$ cat config.mk
export PLATFORM = sky130hd
export DESIGN_NAME = rv_fanout_fork
export DESIGN_NICKNAME = d
export VERILOG_FILES = /design/src/rtl/rv_fanout_fork.sv
export SDC_FILE = /design/constraint.sdc
export NUM_CORES = 1
export LEC_CHECK = 0
export ABC_AREA = 0
export BUFFER_PORTS_ARGS = -buffer_cell sky130_fd_sc_hd__buf_4
export CORE_MARGIN = 5
export CORE_UTILIZATION = 47
export CTS_BUF_LIST = sky130_fd_sc_hd__clkbuf_4
export DETAILED_ROUTE_END_ITERATION = 8
export PLACE_DENSITY = 0.81
export SETUP_SLACK_MARGIN = 0.02
export SLEW_MARGIN = 40
export SYNTH_ARGS = -nofsm -noshare
export SYNTH_HDL_FRONTEND = slang
export SYNTH_SLANG_ARGS = --single-unit
$ cat constraint.sdc
create_clock -name clk -period 1.9 [get_ports clk]
set_input_delay 0.285 -clock clk [delete_from_list [all_inputs] [get_ports clk]]
set_output_delay 0.285 -clock clk [all_outputs]
set_load 0.05 [all_outputs]
$ cat src/rtl/rv_fanout_fork.sv
// Registered ready/valid fork: a DEPTH-entry FIFO whose head word is offered to every
// enabled branch at once and retires only after each enabled branch has taken it.
module rv_fanout_fork #(
  parameter int WIDTH   = 16,
  parameter int NUM_OUT = 7,
  parameter int DEPTH   = 2
) (
  input  logic               clk,
  input  logic               reset,
  input  logic               clk_en,
  input  logic [NUM_OUT-1:0] branch_mask,
  input  logic [WIDTH-1:0]   in_data,
  input  logic               in_valid,
  output logic               in_ready,
  output logic [WIDTH-1:0]   out_data,
  output logic [NUM_OUT-1:0] out_valid,
  input  logic [NUM_OUT-1:0] out_ready
);

  localparam int PW = (DEPTH > 1) ? $clog2(DEPTH) : 1;
  localparam int CW = $clog2(DEPTH + 1);
  localparam logic [PW-1:0] LAST_PTR = PW'(DEPTH - 1);
  localparam logic [CW-1:0] FULL_CNT = CW'(DEPTH);

  logic [WIDTH-1:0]   mem [DEPTH];
  logic [PW-1:0]      wr_ptr;
  logic [PW-1:0]      rd_ptr;
  logic [CW-1:0]      count;
  logic [NUM_OUT-1:0] done;
  logic               head_valid;
  logic               head_vis;
  logic               all_ok;
  logic               push;
  logic               pop;

  // Explicit wrap compare so non-power-of-two depths stay in range.
  function automatic logic [PW-1:0] ptr_inc(input logic [PW-1:0] p);
    return (p == LAST_PTR) ? '0 : p + 1'b1;
  endfunction

  assign head_valid = (count != '0);
  assign head_vis   = head_valid & ~reset;

  // in_ready looks only at the registered count, never at out_ready.
  assign in_ready  = ~reset & (count < FULL_CNT);
  assign out_valid = head_vis ? (branch_mask & ~done) : '0;
  assign out_data  = head_vis ? mem[rd_ptr] : '0;

  assign all_ok = &(~branch_mask | done | out_ready);
  assign push   = in_valid & in_ready & clk_en;
  assign pop    = head_valid & all_ok & clk_en;

  always_ff @(posedge clk) begin
    if (reset) begin
      count  <= '0;
      wr_ptr <= '0;
      rd_ptr <= '0;
      done   <= '0;
    end else if (clk_en) begin
      if (push)
        wr_ptr <= ptr_inc(wr_ptr);
      if (pop) begin
        rd_ptr <= ptr_inc(rd_ptr);
        done   <= '0;
      end else begin
        done <= done | (out_valid & out_ready);
      end
      case ({push, pop})
        2'b10:   count <= count + 1'b1;
        2'b01:   count <= count - 1'b1;
        default: count <= count;
      endcase
    end
  end

  // Storage carries no reset; only words below count are ever presented.
  always_ff @(posedge clk) begin
    if (push)
      mem[wr_ptr] <= in_data;
  end

endmodule

==> run_results.csv, run 1 <==
group,metric,value,unit
synthesis,ys.warnings.count,0,
sta,setup_viol,1,
sta,fmax,511,MHz
setup_path,path_buf_inv,0,
final_layout,finalInstanceArea,2550,um2
synthesis,avgSynthCellArea,13.3,um2
detailed_routing,wire_per_inst,15.6,um
clock_network,path_clk_slew,0.12,ns
placed_design,placed_area,2430,um2
synthesis,synthFlopType,"edfxtp_1",
setup_path,crit_path_max_incr_delay,0.53,ns
power_and_ir_drop,power_density,656,nW/um2
setup_path,slowest_stage,"or4_4",
status,run_status,"finished, violations left",
synthesis,synth_top_cells_by_count,"32 x edfxtp_1, 32 x nor2_1, 16 x mux2i_1",
final_layout,stdcell_count,260,
global_route,grt_pass1_vias,1379,
sta,rsz0062_at_grt,"yes",
synthesis,synth_cells,136,
placed_design,place.gp.congestion,0.844,
final_layout,diodes,0,
setup_path,crit_required,2.14,ns
global_route,grt.overflow.total,0,
sta,setup_tns,-0.0588,ns
worst_hold_path,min_path_type,"in2reg",
floorplan,ios,58,
power_and_ir_drop,internal_power,0.00130,W
detailed_routing,drc,0,
global_route,antenna_found_initial,0,
synthesis,synth.top_cell.area_share,0.529,
power_and_ir_drop,p_leak,0.977,nW
power_and_ir_drop,power_frac_clock,0.260,
clock_network,cts_tree,"yes",
placed_design,numPortBuffers,57,
detailed_routing,routed_wl,4050,um
clock_network,clk_latency,0.33,ns
placed_design,dp_cells,248,
clock_network,htreeDepth,2,
power_and_ir_drop,p_sw_frac,0.221,
power_and_ir_drop,max-vdd-ir-drop,0.466,mV
power_and_ir_drop,seqPwrFrac,0.627,
clock_network,cts-buffers-inserted,5,
global_route,grt.total_usage,0.158,
setup_path,cpLargestDelayFamily,"simple AND/OR/NAND/NOR gates",
sta,timing.final.ws_setup,-0.0588,ns
synthesis,synthArstFlopShare,0,
run,cap_violations,0,
clock_network,cts.sinks,44,
final_layout,area_delta_synth_final,40.6,%
power_and_ir_drop,pwr-share-comb,0.113,
clock_network,holdBufCountCts,0,
detailed_routing,drtIter0Drc,53,
synthesis,synth.net_count,171,
detailed_routing,drt-vias-per-instance,5.16,
setup_path,end_kind,"flop",
clock_network,cts_buffer_depth,2,
placed_design,post-dp-hpwl,3040,um
synthesis,synth-seq-cells,44,
synthesis,synth_cell_types,24,
detailed_routing,detail-route-antenna-nets,0,
detailed_routing,dr.pass1.iters,4,
sta,maxSlewViolCount,0,
sta,hold_viol,0,
global_route,grt_pass1_wl,6310,um
setup_path,worstPathArrival,2.20,ns
sta,fin_worst_skew,0.0105,ns
floorplan,fp.coreArea,3690,um2
floorplan,die-area,5210,um2
setup_path,crit_type,"reg2reg",
setup_path,cp_max_fo,2,
synthesis,syn_area,1820,um2
sta,period_share,1.03,
final_layout,fillers,278,
synthesis,synth.area.top_cells,"edfxtp_1 53%, dfxtp_1 13%, mux2i_1 8.8%, nor2_1 6.6%, nor3b_1 4.1%",
final_layout,finalNetCount,246,
synthesis,yosysSeqAreaShare,0.662,
sta,slew_headroom,0.556,
floorplan,placementRows,22,
synthesis,yosys.area.top_type,"edfxtp_1",
power_and_ir_drop,switching_power,0.000371,W
synthesis,synth_edf_count,32,
status,violations,"setup timing",
sta,finalCriticalPeriod,1.96,ns
setup_path,worstPathCellList,"nor3b_1 -> or4_4 -> nor4_4 -> ha_1 -> nor2b_2 -> nand2_1 -> xor2_1 -> nor2_1",
final_layout,layout-drive-gt1-share,0.500,
floorplan,die_w,72.2,um
final_layout,multi_input_area,672,um2
floorplan,initial_core_util,0.492,
global_route,grt_max_degree,17,
setup_path,cp-start-kind,"flop",
clock_network,clock-root-buffer,"clkbuf_4",
sta,worst_pin_slew,0.664,ns
detailed_routing,dr_total_vias,1342,
floorplan,die_h,72.2,um
final_layout,seq_area,1210,um2
[power groups by stage]
stage                     sequential (W)  combinational [W]  clock, W
after CTS                        0.00105           0.000188  0.000449
after global placement           0.00107           0.000174         0
after floorplan                  0.00107          0.0000838         0
final                            0.00105           0.000190  0.000435
after detailed placement         0.00107           0.000183         0
after global routing             0.00105           0.000202  0.000494
[flip-flops by register name (all words and copies together), names as in the netlist, named ones only]
| register | count |
|---|---|
| mem | 32 |
| done | 7 |
| count | 2 |
| rd_ptr | 1 |
| wr_ptr | 1 |
[cell families (layout without fill, tap and decap cells)]
group,after synthesis,count (layout),synth area share
DFF,44,44,0.662
and+or+nand+nor,50,50,0.143
muxes,18,18,0.101
adders and majority gates,1,1,0.00689
AOI/OAI and AO/OA,11,11,0.0510
xor gates and xnor gates,4,4,0.0193
buffers and inverters,8,84,0.0172
[metal layers]
| metal | part of all wire | vias to the layer above | track usage |
|---|---|---|---|
| li1 | - | 643 | - |
| met1 | 0.38 | 635 | 0.177 |
| met2 | 0.53 | 54 | 0.279 |
| met3 | 0.071 | 10 | 0.0443 |
| met4 | 0.024 | 0 | 0.0689 |
| met5 | 0 | - | 0 |
[worst paths after layout]
kind	from	endpoint	slack [ns]	cells past startpoint
max	done[3]	count[1]	-0.06	8
min	in_data[11]	mem[1][11]	0.14	1
max reg2reg	done[3]	count[1]	-0.06	8
min reg2reg	done[5]	done[5]	0.49	2
[cells in the final DEF, fill, tap and decap left out, drive strengths merged, types with 2 or more instances in the layout]
cell type,Yosys,final
inv,4,4
dfxtp,12,12
nor2,32,32
buf,1,72
clkbuf,3,7
mux2,2,2
xnor2,2,2
mux2i,16,16
xor2,2,2
nor3b,10,10
a31oi,7,7
nor2b,2,2
edfxtp,32,32
[what timing repair did]
item	4_1_cts	5_1_grt
setup buffers	4	0
pin swaps	3	0
cloned	0	0
setup endpoints to repair	25	7
resized for setup	3	5
[cell type report]
| cell class | count | area share |
|---|---|---|
| inverters | 4 | 0.00588 |
| clock buffers | 7 | 0.0206 |
| flip-flops and latches | 44 | 0.474 |
| clock inverters | 1 | 0.00147 |
| multi-input cells | 84 | 0.263 |
| repair buffers | 72 | 0.212 |
| well taps | 48 | 0.0235 |
[stage by stage]
stage | util | power, W | hold WS [ns] | setup WS (ns)
final | 0.692 | 0.00168 | 0.135 | -0.0588
after global routing | 0.692 | 0.00175 | 0.103 | -0.124
after CTS | 0.686 | 0.00169 | 0.114 | -0.0332
after detailed placement | 0.658 | 0.00126 | 0.463 | -0.214
after global placement | 0.658 | 0.00124 | 0.444 | -0.151
after floorplan | - | 0.00116 | 0.348 | -0.288
No activity file was read; power rests on OpenSTA's default activity.
==> inputs of run 2 (changes only) <==
SETUP_SLACK_MARGIN = 0.2   (was 0.02)
SLEW_MARGIN = 10   (was 40)
==> run_results.csv, run 2 (synthesis results as in run 1) <==
group,metric,value,unit
status,run_status,"finished, violations left",
status,violations,"setup timing",
final_layout,top_register,"mem",
detailed_routing,drc,0,
final_layout,area_delta_synth_final,68.8,%
global_route,grt_pass1_vias,1588,
sta,maxSlewViolCount,0,
sta,period_share,1.08,
setup_path,crit_required,1.62,ns
power_and_ir_drop,power_density,606,nW/um2
setup_path,crit_type,"reg2out",
placed_design,placed_area,2510,um2
final_layout,diodes,0,
clock_network,path_clk_slew,0.14,ns
clock_network,clk_latency,0.34,ns
clock_network,holdBufCountCts,0,
final_layout,finalInstanceArea,3070,um2
sta,setup_viol,31,
final_layout,final_common_cell,"buf_4",
detailed_routing,routed_wl,5580,um
placed_design,place.gp.congestion,0.819,
setup_path,cp-start-kind,"flop",
clock_network,cts-buffers-inserted,5,
clock_network,htreeDepth,2,
sta,fin_worst_skew,0.0163,ns
setup_path,crit_top_cell,"buf_6",
clock_network,cts_tree,"yes",
worst_hold_path,min-delay-start,"in_data[9]",
sta,hold_ws,0.119,ns
worst_hold_path,holdPathStages,1,
clock_network,cts_buffer_depth,2,
power_and_ir_drop,max-vdd-ir-drop,0.732,mV
sta,timing.final.ws_setup,-0.148,ns
setup_path,worstPathCellList,"buf_4 -> buf_6 -> buf_6 -> o21bai_4 -> buf_12 -> buf_12 -> nor2_2 -> buf_6",
placed_design,post-dp-hpwl,3110,um
setup_path,path_buf_inv,6,
detailed_routing,detail-route-antenna-nets,0,
final_layout,finalNetCount,259,
sta,setup_tns,-3.04,ns
sta,hold_viol,0,
sta,rsz0062_at_grt,"yes",
floorplan,ios,58,
setup_path,worstPathArrival,1.76,ns
setup_path,end_kind,"output pin",
detailed_routing,drtIter0Drc,99,
setup_path,path_depth,8,
setup_path,slowest_stage,"dfxtp_4",
floorplan,fp.coreArea,3690,um2
final_layout,layout_common_cells,"46 x buf_4, 32 x edfxtp_1, 25 x buf_6",
setup_path,cpLargestDelayFamily,"buffers and inverters",
setup_path,startpoint,"count[1]",
floorplan,die_w,72.2,um
clock_network,clock-root-buffer,"clkbuf_4",
setup_path,reg2regPathDepth,9,
floorplan,placementRows,22,
detailed_routing,drt-vias-per-instance,5.45,
global_route,grt_max_degree,17,
floorplan,initial_core_util,0.492,
detailed_routing,dr_total_vias,1489,
detailed_routing,dr.pass1.iters,4,
setup_path,crit_path_max_incr_delay,0.37,ns
final_layout,largest_reg_flops,32,
setup_path,cp_max_fo,8,
run,cap_violations,0,
worst_hold_path,min_path_type,"in2reg",
global_route,antenna_found_initial,0,
global_route,grt.total_usage,0.210,
sta,worst_pin_slew,0.569,ns
setup_path,r2r-start,"count[1]",
global_route,grt_pass1_wl,8200,um
sta,slew_headroom,0.620,
final_layout,layout-drive-gt1-share,0.591,
power_and_ir_drop,p_leak,1.14,nW
global_route,grt.overflow.total,0,
final_layout,top_regs,"mem: 32 flops, done: 7 flops, count: 2 flops",
clock_network,cts.sinks,44,
floorplan,die_h,72.2,um
placed_design,numPortBuffers,57,
floorplan,die-area,5210,um2
detailed_routing,wire_per_inst,20.4,um
sta,fmax,488,MHz
sta,finalCriticalPeriod,2.05,ns
[run 2: timing repair]
action	4_1_cts	5_1_grt
setup endpoints to repair	34	67
cloned	1	0
pin swaps	21	12
gates resized for setup	56	26
buffers inserted	10	4
[run 2: cell type report]
| cell class | count | area, um2 |
|---|---|---|
| Sequential cell | 44 | 1210 |
| Timing Repair Buffer | 85 | 870 |
| Multi-Input combinational cell | 84 | 838 |
| Fill cell | 168 | 623 |
| Tap cell | 48 | 60.1 |
| Clock buffer | 5 | 37.5 |
| Clock inverter | 3 | 37.5 |
| Inverter | 4 | 15.0 |
[run 2: worst paths after layout]
check | end | slack (ns)
hold / removal | mem[1][9] | 0.12
setup reg to reg | done[3] | -0.13
hold reg to reg | done[5] | 0.52
setup / recovery | out_data[4] | -0.15
[run 2: metal layers]
| layer | global-route usage | wire length [um] | vias to the layer above |
|---|---|---|---|
| met1 | 0.237 | 2100 | 742 |
| met4 | 0.0376 | 119 | 0 |
| met5 | 0 | 0 | - |
| met2 | 0.402 | 3060 | 61 |
| li1 | - | - | 674 |
| met3 | 0.0457 | 295 | 12 |
[run 2: power by group]
group	leakage (nW)	switching [W]	internal [W]	total (W)
Combinational	0.708	0.000127	0.000118	0.000245
Clock	0.0403	0.000291	0.000269	0.000560
Sequential	0.389	0.00000690	0.00105	0.00105
[run 2: through the flow]
stage,setup WS (ns),utilization,instances,total power [W]
finish,-0.148,0.831,273,0.00186
detailed placement,-0.207,0.681,250,0.00126
floorplan,-0.0766,-,136,0.00116
global placement,-0.153,0.681,250,0.00125
CTS,-0.124,0.795,269,0.00183
global route,-0.243,0.831,273,0.00192
